## config.mk

```make
export PLATFORM = sky130hd
export DESIGN_NAME = ex_div_ctrl
export DESIGN_NICKNAME = d
export VERILOG_FILES = /design/src/rtl/ex_div_ctrl.sv
export SDC_FILE = /design/constraint.sdc
export NUM_CORES = 1
export LEC_CHECK = 0
export CELL_PAD_IN_SITES_DETAIL_PLACEMENT = 1
export CELL_PAD_IN_SITES_GLOBAL_PLACEMENT = 1
export CORE_AREA = 2 2 238 123
export CTS_CLUSTER_SIZE = 14
export DETAILED_ROUTE_END_ITERATION = 8
export DIE_AREA = 0 0 240 125
export PLACE_DENSITY = 0.74
export SYNTH_ARGS = -nofsm -noshare
export SYNTH_HDL_FRONTEND = slang
export SYNTH_SLANG_ARGS = --single-unit
```

## constraint.sdc

```tcl
create_clock -name i_clk -period 16.25 [get_ports i_clk]
set_clock_uncertainty 0.05 [all_clocks]
set_input_delay 3.25 -clock i_clk [delete_from_list [all_inputs] [get_ports i_clk]]
set_output_delay 3.25 -clock i_clk [all_outputs]
set_load 0.01 [all_outputs]
```

## src/rtl/ex_div_ctrl.sv

```systemverilog
// ex_div_ctrl: iterative RV32M DIV/DIVU/REM/REMU sequencer for the EX stage.
// Runs a 32-step radix-2 restoring division and stalls EX while it works.
// Ports:
//   i_clk, i_rst_n      clock, asynchronous active-low reset
//   i_req               EX holds a valid divide this cycle
//   i_op                funct3[1:0]: 00 DIV, 01 DIVU, 10 REM, 11 REMU
//   i_a, i_b            forwarded dividend / divisor
//   i_flush             abort any operation (control hazard)
//   i_hold              EX pipeline register not advancing
//   o_stall             divide stall request to the hazard logic
//   o_busy              sequencer not idle
//   o_res_valid         o_res holds the result for the current request
//   o_res               quotient or remainder
module ex_div_ctrl (
    input  logic        i_clk,
    input  logic        i_rst_n,
    input  logic        i_req,
    input  logic [1:0]  i_op,
    input  logic [31:0] i_a,
    input  logic [31:0] i_b,
    input  logic        i_flush,
    input  logic        i_hold,
    output logic        o_stall,
    output logic        o_busy,
    output logic        o_res_valid,
    output logic [31:0] o_res
);
    typedef enum logic [1:0] {IDLE, CALC, DONE} state_t;

    state_t      r_state;
    logic [4:0]  r_count;
    logic [31:0] r_rem;
    logic [31:0] r_quo;
    logic [31:0] r_dvs;
    logic [31:0] r_res;
    logic        r_is_rem;
    logic        r_neg_q;
    logic        r_neg_r;

    logic        w_signed;
    logic        w_ovf;
    logic [31:0] w_abs_a;
    logic [31:0] w_abs_b;
    logic [31:0] w_spec;
    logic [32:0] w_rem_sh;
    logic [32:0] w_diff;
    logic        w_ge;
    logic [31:0] w_rem_nx;
    logic [31:0] w_quo_nx;
    logic [31:0] w_quo_fin;
    logic [31:0] w_rem_fin;

    assign w_signed  = ~i_op[0];
    assign w_ovf     = w_signed & (i_a == 32'h8000_0000) & (i_b == 32'hFFFF_FFFF);
    assign w_abs_a   = (w_signed & i_a[31]) ? -i_a : i_a;
    assign w_abs_b   = (w_signed & i_b[31]) ? -i_b : i_b;
    assign w_spec    = (i_b == 32'd0) ? (i_op[1] ? i_a : 32'hFFFF_FFFF)
                                      : (i_op[1] ? 32'd0 : 32'h8000_0000);
    // 33-bit working remainder; no borrow out of the trial subtract means rem >= divisor
    assign w_rem_sh  = {r_rem, r_quo[31]};
    assign w_diff    = w_rem_sh - {1'b0, r_dvs};
    assign w_ge      = ~w_diff[32];
    assign w_rem_nx  = w_ge ? w_diff[31:0] : w_rem_sh[31:0];
    assign w_quo_nx  = {r_quo[30:0], w_ge};
    assign w_quo_fin = r_neg_q ? -w_quo_nx : w_quo_nx;
    assign w_rem_fin = r_neg_r ? -w_rem_nx : w_rem_nx;

    always_ff @(posedge i_clk or negedge i_rst_n) begin
        if (!i_rst_n) begin
            r_state  <= IDLE;
            r_count  <= 5'd0;
            r_rem    <= 32'd0;
            r_quo    <= 32'd0;
            r_dvs    <= 32'd0;
            r_res    <= 32'd0;
            r_is_rem <= 1'b0;
            r_neg_q  <= 1'b0;
            r_neg_r  <= 1'b0;
        end else if (i_flush) begin
            r_state <= IDLE;
        end else begin
            case (r_state)
                IDLE: if (i_req) begin
                    r_is_rem <= i_op[1];
                    r_neg_q  <= w_signed & (i_a[31] ^ i_b[31]);
                    r_neg_r  <= w_signed & i_a[31];
                    r_rem    <= 32'd0;
                    r_quo    <= w_abs_a;
                    r_dvs    <= w_abs_b;
                    if ((i_b == 32'd0) || w_ovf) begin
                        r_res   <= w_spec;
                        r_state <= DONE;
                    end else begin
                        r_count <= 5'd31;
                        r_state <= CALC;
                    end
                end
                CALC: if (!i_req) begin
                    r_state <= IDLE;
                end else begin
                    r_rem   <= w_rem_nx;
                    r_quo   <= w_quo_nx;
                    r_count <= r_count - 5'd1;
                    if (r_count == 5'd0) begin
                        r_res   <= r_is_rem ? w_rem_fin : w_quo_fin;
                        r_state <= DONE;
                    end
                end
                DONE: if (!i_hold) r_state <= IDLE;
                default: r_state <= IDLE;
            endcase
        end
    end

    assign o_stall     = i_rst_n & i_req & (r_state != DONE) & ~i_flush;
    assign o_busy      = (r_state != IDLE);
    assign o_res_valid = (r_state == DONE);
    assign o_res       = r_res;
endmodule

```

==> impl_metrics.py <==
metrics = {
    "clock_tree": {
        "clk_path_buf_depth": 2,
        "clk_pin_slew_worst_paths_ns": 0.07,
        "cts_sinks": 138,
        "htreeDepth": 4,
        "cts_setup_buffers": 0,
        "cts-resized-gates": 0,
        "numCtsBuffers": 17,
        "cts_tree": "built",
        "root_buffer": "clkbuf_16",
        "hold_buffers": 0,
        "insertion_delay_ns": 0.45,
    },
    "timing": {
        "relSlewSlack": 0.173,
        "whs_ns": 0.432,
        "rsz0062_at_grt": "false",
        "setup_viol": 0,
        "fin_crit_ns": 8.12,
        "fin_ws_ns": 8.13,
        "tns_ns": 0,
        "period_share": 0.499,
        "tightest_slew_ns": 1.23,
        "fmax_mhz": 123,
        "hold_viol_final": 0,
        "slew_viol_final": 0,
    },
    "synthesis": {
        "yosysUniqueCellTypes": 80,
        "synth-async-reset-ratio": 1.00,
        "yosysMostFrequentCell": "nand2_1",
        "synth_top_cell_area_share": 0.298,
        "synth_nets": 1608,
        "synth.cell_area_mm2": 0.0116,
        "ys_seq_area_frac": 0.298,
        "ys_warn_count": 0,
        "synth_area_per_cell_um2": 7.73,
        "postSynthCellCount": 1497,
        "synth_edf_count": 0,
        "synth_commonest_cells": "nand2_1, o21ai_0, dfrtp_1, nor2_1, a21oi_1",
        "yosysTopAreaCell": "dfrtp_1",
        "synth_area_leaders": "dfrtp_1, o21ai_0, nand2_1, xor2_1, xnor2_1",
        "ys.flop_type": "dfrtp_1",
        "ys_ff_latch": 138,
    },
    "hold_path": {
        "hold_start": "r_dvs[6]",
        "min_delay_worst_endpoint": "r_dvs[6]",
        "hold-path-cell-count": 2,
        "min_path_type": "register to register",
    },
    "placed_design": {
        "preCtsSetupSlack_ns": 8.15,
        "gp_congestion": 0.932,
        "dpl-instance-area_mm2": 0.0129,
        "dpl.hpwl_um": 36500,
        "portBuffers": 105,
    },
    "layout": {
        "seq_area_mm2": 0.00345,
        "multi_input_comb_area_mm2": 0.00758,
        "syn2layout_area_growth_pct": 16.8,
        "nFillCells": 3482,
        "drive_above_1_share": 0.0574,
        "stdcell_area_mm2": 0.0135,
        "nNetsFinal": 1667,
    },
    "route": {
        "final_antenna_net_count": 0,
        "drt_iter0_drc": 1275,
        "num_vias": 12132,
        "wl_per_cell_um": 24.2,
        "via_per_inst": 6.19,
        "dr.pass1.iters": 5,
        "wirelength_um": 47400,
        "post-route-drc-count": 0,
    },
    "floorplanning": {
        "num_io_pins": 106,
        "die-area_mm2": 0.0300,
        "die_w_um": 240,
        "die_h_um": 125,
        "coreArea_mm2": 0.0282,
        "num_rows": 44,
        "start_util": 0.411,
    },
    "pwr": {
        "p_clk_frac": 0.292,
        "p_sw_frac": 0.415,
        "seqPwrFrac": 0.347,
        "p_per_area_mw_per_mm2": 102,
        "p_switching_w": 0.000574,
        "p_int_w": 0.000808,
        "peakVddDrop_mv": 0.0803,
        "power.leakage_nw": 5.53,
        "power.share.combinational": 0.361,
    },
    "worst_setup_path": {
        "critPathArrivalTime_ns": 4.82,
        "critPathTopFamily": "buffers and inverters",
        "crit_type": "input pin to output port",
        "worst_path_most_repeated_cell": "clkdlybuf4s50_1",
        "path_buf_inv": 2,
        "max_stage_delay_ns": 0.54,
        "rr_worst_depth": 19,
        "crit_slowest_cell": "clkdlybuf4s50_1",
        "cp_max_fo": 4,
        "r2r-end": "o_res[24]",
        "cp_cell_sequence": "clkdlybuf4s50_1 > nor2b_1 > and3_1 > clkdlybuf4s50_1",
        "r2r_slack_ns": 8.97,
        "start_kind": "input pin",
        "cp.required_ns": 12.95,
        "r2r_start": "r_dvs[0]",
        "startpoint": "i_req",
        "end_kind": "output port",
    },
    "run": {
        "cap_violations": 0,
    },
    "global_routing": {
        "grt_max_degree": 93,
        "grt_pass1_wl_um": 73300,
        "grt-ovfl-total": 0,
        "grt.total_usage": 0.321,
        "antenna_found_initial": 2,
        "grt_pass1_vias": 11914,
    },
    "status": {
        "status": "finished, final reports clean",
    },
}
## per-stage QoR
stage	util	power, W	std cells
floorplan	-	0.000745	1497
global placement	0.459	0.000951	1928
detailed placement	0.459	0.000967	1928
CTS	0.479	0.00137	1960
global route	0.480	0.00145	1960
finish	0.480	0.00138	1961
## worst min-delay path, cell delays in order (launching register included)
cell and delay, ns:
dfrtp_1 0.34, nand2_1 0.05, o21ai_0 0.06
## cells by family (layout without fill, tap and decap cells)
| family | count (synthesis) | in the layout | synth area share |
|---|---|---|---|
| AO/OA/AOI/OAI | 507 | 507 | 0.274 |
| XOR/XNOR | 133 | 133 | 0.101 |
| adder cells (fa/ha/maj) | 40 | 40 | 0.0439 |
| buffers and inverters | 147 | 219 | 0.0490 |
| flip-flops | 138 | 138 | 0.298 |
| multiplexers | 35 | 35 | 0.0312 |
| other | 0 | 1 | 0 |
| AND/OR/NAND/NOR | 497 | 497 | 0.203 |
## flip-flops by register name (all words and copies together), names as in the netlist
signal and count:
o_res 32, r_dvs 32, r_quo 32, r_rem 32, r_count 5, r_state 2, r_is_rem 1, r_neg_q 1
r_neg_r 1
## how the worst max path moves through the flow
| stage | to | slack [ns] | cells past startpoint |
|---|---|---|---|
| 6_report | o_stall | 8.13 | 4 |
| 5_1_grt | o_stall | 8.00 | 4 |
| 4_1_cts | o_stall | 8.13 | 4 |
| 3_5_place_dp | o_stall | 8.15 | 4 |
| 3_3_place_gp | o_stall | 8.17 | 4 |
| 2_1_floorplan | o_stall | 9.29 | 2 |
## layout by cell type, fill, tap and decap left out, drive strengths merged, types with 15 or more instances in the layout
cell,instances
a211oi,18
a21oi,98
buf,15
clkbuf,17
clkdlybuf4s50,104
dfrtp,138
ha,39
inv,73
mux2i,26
nand2,204
nand3,19
nand4,16
nor2,109
nor3,45
nor4,19
o21ai,203
o22ai,30
o31ai,30
xnor2,56
xor2,77
## per-layer routing
layer | GRT usage | vias to the layer above | routed length, µm | share of wire
met5 | 0 | - | 0 | 0
met4 | 0.0585 | 0 | 374 | 0.0079
met3 | 0.105 | 25 | 5240 | 0.11
met2 | 0.413 | 499 | 18000 | 0.38
met1 | 0.510 | 6050 | 23800 | 0.50
li1 | - | 5558 | - | -
## power groups by stage
stage	clock network (W)	registers, W	logic, W
floorplan	0	0.000454	0.000291
global placement	0	0.000479	0.000473
detailed placement	0	0.000482	0.000485
CTS	0.000406	0.000476	0.000489
global route	0.000421	0.000488	0.000543
finish	0.000403	0.000480	0.000499
## cell type report
type | instances | area share
Multi-Input combinational cell | 1212 | 0.561
Clock buffer | 17 | 0.0315
Antenna cell | 1 | 0.000185
Inverter | 68 | 0.0189
Clock inverter | 15 | 0.0117
Tap cell | 391 | 0.0362
Timing Repair Buffer | 119 | 0.0856
Sequential cell | 138 | 0.255
(Power assumes the default switching activity.)
